<file path="src/rtl/vc_stream_arb_pkg.sv">
// Shared constants and lock-state encoding for the four-input stream arbiter.
package vc_stream_arb_pkg;

    localparam int GNT_W = 2;
    localparam int N_IN  = 4;

    typedef enum logic {
        UNLOCKED = 1'b0,
        LOCKED   = 1'b1
    } lock_state_t;

endpackage

</file>
<file path="src/rtl/vc_mux4.sv">
// Parameterised W-bit 4:1 mux used on the arbiter's message datapath.
module vc_mux4 #(
    parameter int W = 32
) (
    input  logic [W-1:0] in0,
    input  logic [W-1:0] in1,
    input  logic [W-1:0] in2,
    input  logic [W-1:0] in3,
    input  logic [1:0]   sel,
    output logic [W-1:0] out
);

    always_comb begin
        out = in0;
        case (sel)
            2'd0: out = in0;
            2'd1: out = in1;
            2'd2: out = in2;
            2'd3: out = in3;
            default: out = in0;
        endcase
    end

endmodule

</file>
<file path="src/rtl/vc_rr_arb4.sv">
// Four-way round-robin grant search; owns the priority pointer, which advances past upd_idx on en.
module vc_rr_arb4
    import vc_stream_arb_pkg::*;
(
    input  logic             clk,
    input  logic             reset,
    input  logic [N_IN-1:0]  req,
    input  logic             en,
    input  logic [GNT_W-1:0] upd_idx,
    output logic [GNT_W-1:0] gnt_idx,
    output logic             gnt_val
);

    logic [GNT_W-1:0] ptr;
    logic [GNT_W-1:0] idx;

    // Walk from the farthest offset down so the closest requester to ptr wins last.
    always_comb begin
        gnt_idx = '0;
        gnt_val = 1'b0;
        idx     = '0;
        for (int k = N_IN - 1; k >= 0; k--) begin
            idx = ptr + GNT_W'(k);
            if (req[idx]) begin
                gnt_idx = idx;
                gnt_val = 1'b1;
            end
        end
    end

    always_ff @(posedge clk or posedge reset) begin
        if (reset) begin
            ptr <= '0;
        end else if (en) begin
            ptr <= upd_idx + GNT_W'(1);
        end
    end

endmodule

</file>
<file path="src/rtl/vc_stream_arb4.sv">
// Round-robin 4:1 valid/ready stream arbiter with a registered output stage.
// Optional packet lock is built when VC_STREAM_ARB4_LOCK_EN is defined.
//
//   state    | meaning
//   UNLOCKED | arbitrate every beat round-robin
//   LOCKED   | grant pinned to lock_idx until its in_last beat transfers
module vc_stream_arb4
    import vc_stream_arb_pkg::*;
#(
    parameter int W = 32
) (
    input  logic              clk,
    input  logic              reset,
    input  logic [N_IN-1:0]   in_val,
    output logic [N_IN-1:0]   in_rdy,
    input  logic [N_IN*W-1:0] in_msg,
    input  logic [N_IN-1:0]   in_last,
    output logic              out_val,
    input  logic              out_rdy,
    output logic [W-1:0]      out_msg,
    output logic [GNT_W-1:0]  out_sel
);

    logic             pipe_rdy;
    logic             xfer;
    logic [GNT_W-1:0] arb_idx;
    logic             arb_val;
    logic [GNT_W-1:0] gnt_idx;
    logic             gnt_val;
    logic [W-1:0]     sel_msg;

    assign pipe_rdy = !out_val || out_rdy;

    vc_rr_arb4 u_arb (
        .clk     (clk),
        .reset   (reset),
        .req     (in_val),
        .en      (xfer),
        .upd_idx (gnt_idx),
        .gnt_idx (arb_idx),
        .gnt_val (arb_val)
    );

`ifdef VC_STREAM_ARB4_LOCK_EN
    lock_state_t      state_q, state_d;
    logic [GNT_W-1:0] lock_idx_q, lock_idx_d;

    assign gnt_idx = (state_q == LOCKED) ? lock_idx_q : arb_idx;
    assign gnt_val = (state_q == LOCKED) ? in_val[lock_idx_q] : arb_val;

    always_comb begin
        state_d    = state_q;
        lock_idx_d = lock_idx_q;
        case (state_q)
            UNLOCKED: begin
                if (xfer && !in_last[gnt_idx]) begin
                    state_d    = LOCKED;
                    lock_idx_d = gnt_idx;
                end
            end
            LOCKED: begin
                if (xfer && in_last[lock_idx_q]) begin
                    state_d = UNLOCKED;
                end
            end
            default: state_d = UNLOCKED;
        endcase
    end

    always_ff @(posedge clk or posedge reset) begin
        if (reset) begin
            state_q    <= UNLOCKED;
            lock_idx_q <= '0;
        end else begin
            state_q    <= state_d;
            lock_idx_q <= lock_idx_d;
        end
    end
`else
    logic unused_last;

    assign unused_last = ^in_last;
    assign gnt_idx     = arb_idx;
    assign gnt_val     = arb_val;
`endif

    // Gated by reset so no source sees a handshake while state is being cleared.
    always_comb begin
        in_rdy = '0;
        if (!reset && pipe_rdy && gnt_val) begin
            in_rdy[gnt_idx] = 1'b1;
        end
    end

    assign xfer = |in_rdy;

    vc_mux4 #(.W(W)) u_mux (
        .in0 (in_msg[0*W +: W]),
        .in1 (in_msg[1*W +: W]),
        .in2 (in_msg[2*W +: W]),
        .in3 (in_msg[3*W +: W]),
        .sel (gnt_idx),
        .out (sel_msg)
    );

    always_ff @(posedge clk or posedge reset) begin
        if (reset) begin
            out_val <= 1'b0;
            out_msg <= '0;
            out_sel <= '0;
        end else if (xfer) begin
            out_val <= 1'b1;
            out_msg <= sel_msg;
            out_sel <= gnt_idx;
        end else if (out_rdy) begin
            out_val <= 1'b0;
        end
    end

endmodule

</file>
<file path="config.mk">
export PLATFORM = sky130hd
export DESIGN_NAME = vc_stream_arb4
export DESIGN_NICKNAME = d
export VERILOG_FILES = /design/src/rtl/vc_stream_arb_pkg.sv /design/src/rtl/vc_mux4.sv /design/src/rtl/vc_rr_arb4.sv /design/src/rtl/vc_stream_arb4.sv
export SDC_FILE = /design/constraint.sdc
export NUM_CORES = 1
export LEC_CHECK = 0
export ABC_AREA = 1
export BUFFER_PORTS_ARGS = -buffer_cell sky130_fd_sc_hd__buf_2
export CAP_MARGIN = 20
export CORE_ASPECT_RATIO = 1.5
export CORE_UTILIZATION = 47
export CTS_CLUSTER_SIZE = 14
export DETAILED_ROUTE_END_ITERATION = 8
export PLACE_DENSITY_LB_ADDON = 0.3
export SYNTH_ARGS = -nofsm -noshare
export SYNTH_HDL_FRONTEND = slang
export SYNTH_HIERARCHICAL = 1
export SYNTH_SLANG_ARGS = --single-unit
export TNS_END_PERCENT = 50
</file>
<file path="constraint.sdc">
create_clock -name clk -period 6.5 [get_ports clk]
set_clock_uncertainty 0.15 [all_clocks]
set_input_delay 0.975 -clock clk [delete_from_list [all_inputs] [get_ports clk]]
set_output_delay 0.975 -clock clk [all_outputs]
set_load 0.1 [all_outputs]
</file>
# After elaboration in Yosys (flattened, before gate mapping)

Index checks and enable logic that the tools add are counted.
W data, S select, Z words.

Flip-flop bits (word level): 37
Output and inout bits: 39

$add $sub $neg: 4
$lt $le $gt $ge: 6
Equal/unequal tests: 3
Muxes and demuxes: 22
Reduce and logical (&&, ||, !) cells: 9

Operator list:

| kind                  | number |
|---|---|
| $pmux W32 S4          | 1 |
| $lt A2 B3 Y1 const B  | 5 |
| $mux W1               | 11 |
| $bmux W1 S2           | 4 |
| $mux W2               | 4 |
| $add A2 B1 Y2 const B | 2 |
| $add A2 B2 Y2 const B | 2 |
| $eq A2 B2 Y1 const B  | 2 |
| $mux W4               | 1 |
| $reduce_or A4 Y1      | 1 |
| $logic_and A1 B1 Y1   | 3 |
| $demux W1 S2          | 1 |
| $eq A2 B1 Y1 const B  | 1 |
| $ge A2 B1 Y1 const B  | 1 |
| $logic_not A1 Y1      | 2 |
| $logic_not A2 Y1      | 1 |
| $reduce_bool A2 Y1    | 1 |
| $logic_or A1 B1 Y1    | 1 |

# Longest topological paths before layout

Gate-level depths: netlist (run 1).

Depth in word-level cells: 14
Depth in mapped cells: 15
Gate-level depth less buffers: 14

# Modules after synthesis

The synthesis (run 1) kept the hierarchy.

Modules (own cells, without submodules):

| module         | times used | cells an instance | area each (um^2) | sequential area each (um^2) |
|---|---|---|---|---|
| vc_stream_arb4 | 1          | 163               | 1435.1           | 875.8 |
| vc_mux4        | 1          | 186               | 1078.5           | 0.0 |
| vc_rr_arb4     | 1          | 55                | 286.5            | 50.0 |

# Worst setup path before layout (run 1)

OpenSTA, ideal clock, no wires.

Path type: in2out
From: in in_val[3]
To: out in_rdy[3]
Arrival time: 3.234 ns
Slack: 2.141 ns
Stages on the path: 9
Path through: inv_1 nand2_1 and2_2 nand2_1 nand2_1 inv_1 a21boi_1 inv_1 nor2_1

Longest elaborated chain between the ends: 11
Elaborated cells on any way between the ends: 23

Ends and longest elaborated chain:

| item                                                                      | RTL line             | RTL |
|---|---|---|
| start: declaration                                                        | vc_stream_arb4.sv:14 | `input logic [N_IN-1:0] in_val,` |
| $bmux W1 S2                                                               | vc_rr_arb4.sv:24     | `if (req[idx]) begin` |
| $mux W1 (not written as such)                                             | vc_rr_arb4.sv:24     |  |
| $mux W2 (3 in a row)                                                      | vc_rr_arb4.sv:24     |  |
| $mux W2 *                                                                 | vc_rr_arb4.sv:24     |  |
| net arb_idx[1]                                                            | vc_stream_arb4.sv:26 | `logic [GNT_W-1:0] arb_idx;` |
| $lt A2 B3 Y1 (not written as such) / $ge A2 B1 Y1 (equally long branches) | vc_stream_arb4.sv:91 | `in_rdy[gnt_idx] = 1'b1;` |
| $logic_and A1 B1 Y1 (not written as such)                                 | vc_stream_arb4.sv:91 |  |
| $mux W1 (not written as such)                                             | vc_stream_arb4.sv:91 |  |
| $demux W1 S2 *                                                            | vc_stream_arb4.sv:91 |  |
| $mux W4 *                                                                 | vc_stream_arb4.sv:90 | `if (!reset && pipe_rdy && gnt_val) begin` |
| end: declaration                                                          | vc_stream_arb4.sv:15 | `output logic [N_IN-1:0] in_rdy,` |

Mark *: on every way through the listed nets, which the timed path passes. The rest lies on a longest branch. The select of a mux whose other input is x is not followed.

# Worst setup path in the final report (run 1)

Ends and elaborated chain as after synthesis.

==> results of run 1 <==
synth_stat cells, drive strengths merged:
master,n
nand3,136
nand2,131
dfrtp,37
buf,34
nand4,32
inv,18
nor2,8
o21ai,4
a21boi,1
a21oi,1
and2,1
xnor2,1
worst min-delay path by stage:
stage	from	endpoint	slack [ns]	cells past startpoint
after floorplan	u_arb/ptr[1]	u_arb/ptr[1]	0.38	2
final	out_msg[24]	out_msg[24]	0.32	2
after CTS	out_msg[18]	out_msg[18]	0.32	2
after global placement	out_msg[24]	out_msg[24]	0.30	2
after detailed placement	out_msg[18]	out_msg[18]	0.30	2
after global routing	out_msg[5]	out_msg[5]	0.35	2
final cells by class:
| type | instances | area [um^2] |
|---|---|---|
| multi-input combinational | 315 | 1530 |
| inverter | 18 | 67.6 |
| tap | 72 | 90.1 |
| clock buffer | 7 | 86.3 |
| fill | 578 | 2180 |
| timing repair buffer | 178 | 903 |
| sequential | 37 | 926 |
state kept, by name, summed over array words and instances (netlist names):
register   flops
out_msg       32
out_sel        2
u_arb/ptr      2
out_val        1
cell usage in the layout, fill, tap and decap left out:
cell type / n
buf_2: 173
nand2_1: 129
nand3_1: 126
dfrtp_1: 37
nand4_1: 32
inv_1: 16
nand3_2: 10
nor2_1: 6
clkbuf_8: 6
buf_4: 5
nand2_2: 2
o21ai_0: 2
inv_2: 2
nor2_4: 1
clkbuf_1: 1
xnor2_1: 1
o21ai_2: 1
o21ai_1: 1
and2_2: 1
a21oi_1: 1
a21boi_4: 1
nor2_2: 1
cell families (layout without fill, tap and decap cells):
family                    Yosys count  count (layout)
AOI/OAI and AO/OA                   6               6
xor gates and xnor gates            1               1
buffers and inverters              52             203
DFF                                37              37
and+or+nand+nor                   308             308
layer usage:
metal / routed length [um] / share of wire [%]
met1: 3480 / 41
met2: 4290 / 50
met3: 649 / 7.6
met4: 138 / 1.6
met5: 0 / 0
per-stage QoR:
step           hold WS (ns)  setup WS [ns]
2_1_floorplan         0.382           2.14
4_1_cts               0.320           2.22
3_3_place_gp          0.300           2.25
6_report              0.317           2.19
3_5_place_dp          0.303           2.22
5_1_grt               0.350           2.00
critical path: cells and delay by family:
kind                   cells  cell delay [ns]
AND/OR/NAND/NOR            8             0.94
buffers and inverters      5             1.24
==> results.ini, run 1 <==
[cts]
ctsHtreeMaxLevel=2
cts_setup_buffers=0
ctsHoldBuffers=0
clk_latency_ns=0.28
cts_sinks=37
cts_made_buffers=5
root_buffer=clkbuf_8
tritoncts=done
clk_pin_slew_ns=0.07
cts_resized=0
clock_path_buffers=2

[synthesis]
ys_warn_count=6
ys_ff_latch=37
synthMuxAreaShare_pct=0
syn_area_per_cell_um2=6.93
synth-simple-area-share_pct=52.6
ys_seq_area_share_pct=33.1
synth_xor_area_share_pct=0.313
ys_types=24
synthTopCellsByArea=dfrtp_1 (33%), nand3_1 (23%), nand2_1 (17%), nand4_1 (7.1%), nand3_2 (3.6%)
synth-compound-area-share_pct=1.30
netlist.area_leader.share_pct=33.1
synth_fa_ha_area_share_pct=0
synth_top_family_by_area=simple AND/OR/NAND/NOR gates
synth.cell_area_um2=2800
synth_top_area_cell=dfrtp_1
synth_cells=404
syn-num-nets=543

[place]
placed_area_um2=3520
io_buffer_count=173
placed_cells=620
gp_congestion=0.816
dp_hpwl_um=6390

[timing]
max_freq_ghz=0.232
post-route-period-util_pct=66.3
final_hold_viol_count=0
period_needed_ns=4.31
setup_viol=0
grt_setup_unrepaired=no
worst_slew_pin_slew_ns=0.743
tns_ns=0
slew_viol_final=0
max_slew_margin_pct=50.4

[floorplanning]
die-height_um=96.5
dieArea_um2=6280
core_um2=5790
ios=178
initial_core_util_pct=48.4
rows=34
dieWidth_um=65.0

[global_routing]
busiest_layer=met2
grt_use_met2_pct=45.9
antenna_found_initial=0
grt_pass1_vias=2915
grt_max_degree=71
grt_remaining_overflow=0
grt_pass1_wl_um=13400
gr-usage-met1_pct=36.2
track_usage_pct=27.4
met3_usage_pct=3.17

[layout]
final_cell_area_um2=3600
finalNonFillerCells=627
syn2layout_area_growth_pct=28.7
fin_nets=694
antenna_cells=0
post-route-util_pct=62.3
drive_gt1_share_pct=36.6

[worst_setup_path]
cp.arrival_ns=3.18
crit_top_cell=nand2_1
critPathKind=in -> out
startpoint=in_val[3]
reg2regPathDepth=13
worst-r2r-setup-slack_ns=3.19
required_ns=5.37
timing.rr.start=u_arb/ptr[0]
cp-start-kind=input port
reg2reg_to=out_msg[17]
cp-end-kind=primary output
slowest_stage=buf_4
slowest_delay_ns=0.58
worstPathMaxFanout=70
crit_chain=buf_2 > inv_1 > nand2_1 > and2_2 > nand2_1 > nand2_1 > inv_1 > nand3_1 > nand2_2 > buf_4 > nand3_1 > nor2_1 > buf_2
crit_path_end=in_rdy[3]

[drt]
drt_pass1_iterations=5
via_per_inst=5.41
wl_per_cell_um=13.7
drt-total-wl_um=8560
drtIter0Drc=191
drtAntennaViolNets=0
num_vias=3395
drc=0

[status]
outcome=finished, final reports clean

[job]
maxCapViolations=0

[min_path]
hold_class=reg -> reg

Power of run 1 is left out: the tool's default activity adds up to more than one toggle a clock period on the data nets, which glitch-free logic cannot reach.
==> run 2, diff against run 1 <==
Settings changed: CORE_UTILIZATION 47 to 43.
Clock period 6.5 ns to 4.48 ns, I/O delays scaled along.
==> results.ini, run 2 (synthesized netlist as in run 1, its figures left out) <==
[worst_setup_path]
timing.rr.start=u_arb/ptr[0]
required_ns=3.66
worst-r2r-setup-slack_ns=1.21
cp-end-kind=primary output
reg2reg_to=out_msg[12]
slowest_delay_ns=0.57
cp-start-kind=flop
cpLargestDelayFamily=simple AND/OR/NAND/NOR gates
crit_top_cell=nand2_1
slowest_stage=dfrtp_1
reg2regPathDepth=15
critPathKind=reg -> out
cp.arrival_ns=2.57
worstPathMaxFanout=14
crit_chain=inv_1 > nand2_1 > and2_2 > nand2_1 > nand2_1 > inv_1 > nand2_1 > nand2_1 > nand2_2 > nand3_1 > nor2_1 > buf_2
critPathBufInv=3

[floorplanning]
rows=35
die-height_um=101
dieArea_um2=6850
ios=178
core_um2=6220
dieWidth_um=67.9
initial_core_util_pct=45.0

[place]
post-place-ws_ns=1.05
io_buffer_count=173
dp_hpwl_um=6330
gp_congestion=0.837

[timing]
period_needed_ns=3.40
max_slew_margin_pct=51.0
post-route-period-util_pct=75.8
max_freq_ghz=0.294
slew_viol_final=0
setup_viol=0
final_hold_viol_count=0
timing.final.ws_setup_ns=1.08
worst_slew_pin_slew_ns=0.735
tns_ns=0
grt_setup_unrepaired=no

[drt]
drtAntennaViolNets=0
num_vias=3344
drt-total-wl_um=8370
drt_pass1_iterations=5
drtIter0Drc=144
via_per_inst=5.30
wl_per_cell_um=13.3
drc=0

[layout]
top_register=out_msg
post-route-util_pct=58.1
reg.largest.list=out_msg: 32 flops, out_sel: 2 flops, u_arb/ptr: 2 flops
largest_register_ff_count=32
final_common_cell=buf_2
fin_nets=695
drive_gt1_share_pct=36.8
filler_cell_count=598
antenna_cells=0
final_cell_mix=buf_2 (173), nand2_1 (129), nand3_1 (126)
syn2layout_area_growth_pct=29.0

[cts]
tritoncts=done
root_buffer=clkbuf_8
clock_path_buffers=2
clk_pin_slew_ns=0.07
clk_latency_ns=0.28
ctsHoldBuffers=0
cts_made_buffers=5
cts_sinks=37
cts_setup_buffers=0
cts_resized=0
ctsHtreeMaxLevel=2

[global_routing]
track_usage_pct=25.7
antenna_found_initial=0
grt_max_degree=69
grt_pass1_vias=3046
grt_pass1_wl_um=13600
grt_remaining_overflow=0

[min_path]
hold_class=in -> async

[job]
maxCapViolations=0

[status]
outcome=finished, final reports clean

-- run 2: layout make-up --
class / instances / area, um^2 / share of cell area (%)
Tap cell: 74 / 92.6 / 2.56
Timing Repair Buffer: 179 / 911 / 25.2
Clock buffer: 6 / 72.6 / 2.01
Multi-Input combinational cell: 315 / 1530 / 42.4
Inverter: 18 / 67.6 / 1.87
Clock inverter: 2 / 10.0 / 0.277
Sequential cell: 37 / 926 / 25.6
-- run 2: worst max path at each step --
stage | slack (ns) | cells past startpoint | to | start
floorplan | 0.73 | 9 | in_rdy[3] | in_val[3]
global placement | 1.11 | 15 | out_msg[24] | in_val[3]
detailed placement | 1.05 | 15 | out_msg[24] | in_val[3]
finish | 1.08 | 12 | in_rdy[3] | u_arb/ptr[0]
CTS | 1.09 | 12 | in_rdy[3] | u_arb/ptr[0]
global route | 0.87 | 12 | in_rdy[3] | u_arb/ptr[0]
-- run 2: through the flow --
stage	cells	instance area (um^2)	hold slack [ns]
6_report	631	3610	0.121
5_1_grt	631	3610	0.113
4_1_cts	631	3610	0.115
3_5_place_dp	623	3530	0.303
3_3_place_gp	623	3530	0.301
2_1_floorplan	404	2800	0.263
-- run 2: per-layer routing --
layer	routed length (um)	part of all wire (%)	vias to the layer above	global-route usage, %
met2	4050	48	150	41.4
met4	227	2.7	0	9.78
met3	590	7.0	17	3.62
met1	3500	42	1503	34.2
met5	0	0	-	0
li1	-	-	1674	-
-- run 2: worst register-to-register path, cell delays in order, from the launching register on --
cell,delay (ns)
dfrtp_1,0.57
inv_1,0.16
nand2_1,0.10
and2_2,0.15
nand2_1,0.07
nand2_1,0.06
inv_1,0.05
nand2_1,0.06
nand2_1,0.05
nand2_2,0.28
buf_4,0.55
inv_2,0.41
nand3_1,0.18
nand4_1,0.16
nand3_1,0.12
nand2_1,0.06
Power of run 2 is left out for the same reason.
==> run 3, diff against run 2 <==
Settings changed: CORE_UTILIZATION 43 to 39.
Clock period 4.48 ns to 3.05 ns, I/O delays scaled along.
==> results.ini, run 3 (synthesized netlist as in run 1, its figures left out) <==
[drt]
num_vias=3405
drt-total-wl_um=8850
drt_pass1_iterations=7
drtAntennaViolNets=0
via_per_inst=5.30
drc=7
wl_per_cell_um=13.8
drtIter0Drc=154

[timing]
timing.final.ws_setup_ns=0.189
slew_viol_final=0
grt_setup_unrepaired=no
final_hold_viol_count=0
period_needed_ns=2.86
setup_viol=0
max_slew_margin_pct=64.2
worst_slew_pin_slew_ns=0.537
max_freq_ghz=0.349
post-route-period-util_pct=93.8

[place]
io_buffer_count=173
placed_area_um2=3630
gp_congestion=0.896
dp_hpwl_um=6840
post-place-ws_ns=0.258

[worst_setup_path]
cp-start-kind=flop
cp.arrival_ns=2.25
slowest_delay_ns=0.46
crit_chain=buf_4 > o21ai_1 > nand2_1 > nand3_1 > nand3_1 > nand2_2 > buf_12 > nand3_1 > nor2_2 > buf_12
worstPathMaxFanout=24
required_ns=2.44
slowest_stage=dfrtp_2
cp-end-kind=primary output
crit_top_cell=nand3_1
critPathKind=reg -> out

[layout]
final_cell_mix=buf_2 (169), nand2_1 (129), nand3_1 (126)
top_register=out_msg
seqCellArea_um2=927
syn2layout_area_growth_pct=34.5
filler_cell_count=671
drive_gt1_share_pct=38.3
fin_nets=702
multi_input_area_um2=1540
reg.largest.list=out_msg: 32 flops, out_sel: 2 flops, u_arb/ptr: 2 flops
largest_register_ff_count=32
final_cell_area_um2=3770
antenna_cells=0
final_common_cell=buf_2

[cts]
clk_pin_slew_ns=0.07
cts_made_buffers=5
clock_path_buffers=2
tritoncts=done
ctsHtreeMaxLevel=2
clk_latency_ns=0.29
root_buffer=clkbuf_8
cts_sinks=37

[floorplanning]
rows=37
ios=178
die-height_um=106
dieWidth_um=71.2
core_um2=6900
dieArea_um2=7530
initial_core_util_pct=40.6

[global_routing]
track_usage_pct=24.0
grt_max_degree=47
grt_remaining_overflow=0
grt_pass1_vias=3105
grt_pass1_wl_um=14500
antenna_found_initial=0

[min_path]
hold_class=reg -> reg

[job]
maxCapViolations=0

[status]
outcome=finished, violations left
violations=design-rule violations

-- run 3: final cells by class --
| type | count | area share (%) |
|---|---|---|
| clock buffer | 5 | 1.83 |
| clock inverter | 3 | 0.465 |
| inverter | 18 | 1.79 |
| multi-input combinational | 315 | 40.9 |
| sequential | 37 | 24.6 |
| tap | 78 | 2.59 |
| timing repair buffer | 186 | 27.9 |
-- run 3: worst max-delay path: cells and delay by family, from the launching register on --
family	cells	cell delay, ns
AO/OA/AOI/OAI	1	0.20
AND/OR/NAND/NOR	6	0.79
buffers and inverters	3	0.52
flip-flops	1	0.46
-- run 3: metrics by stage --
stage	TNS, ns	hold WS, ns	instances	utilization [%]
final	0	0.316	642	54.6
after global routing	0	0.346	642	54.6
after CTS	0	0.320	639	54.0
after floorplan	-0.339	0.0487	404	-
after global placement	0	0.207	629	52.4
after detailed placement	0	0.212	630	52.6
-- run 3: layer usage --
metal	vias up	part of all wire, %	global-route usage (%)
met5	-	0	0
met4	0	2.5	9.29
met3	21	6.8	2.68
met2	180	50	39.9
met1	1512	41	31.6
li1	1692	-	-
-- run 3: what timing repair did --
action	in CTS	in global routing
gates resized for setup	1	5
setup buffers	0	3
setup endpoints to repair	3	4
hold buffers	1	0
endpoints found under the hold margin	2	0
-- run 3: worst paths after layout --
kind                              start  slack [ns]           end  cells past startpoint
setup / recovery           u_arb/ptr[0]        0.19     in_rdy[1]                     10
hold / removal               out_msg[5]        0.32    out_msg[5]                      2
setup reg to reg           u_arb/ptr[0]        0.48   out_msg[28]                     12
hold reg to reg              out_msg[5]        0.32    out_msg[5]                      2
max in group asynchronous         reset        1.52    out_msg[9]                      4
min in group asynchronous         reset        0.45  u_arb/ptr[1]                      3
Power of run 3 is left out for the same reason.
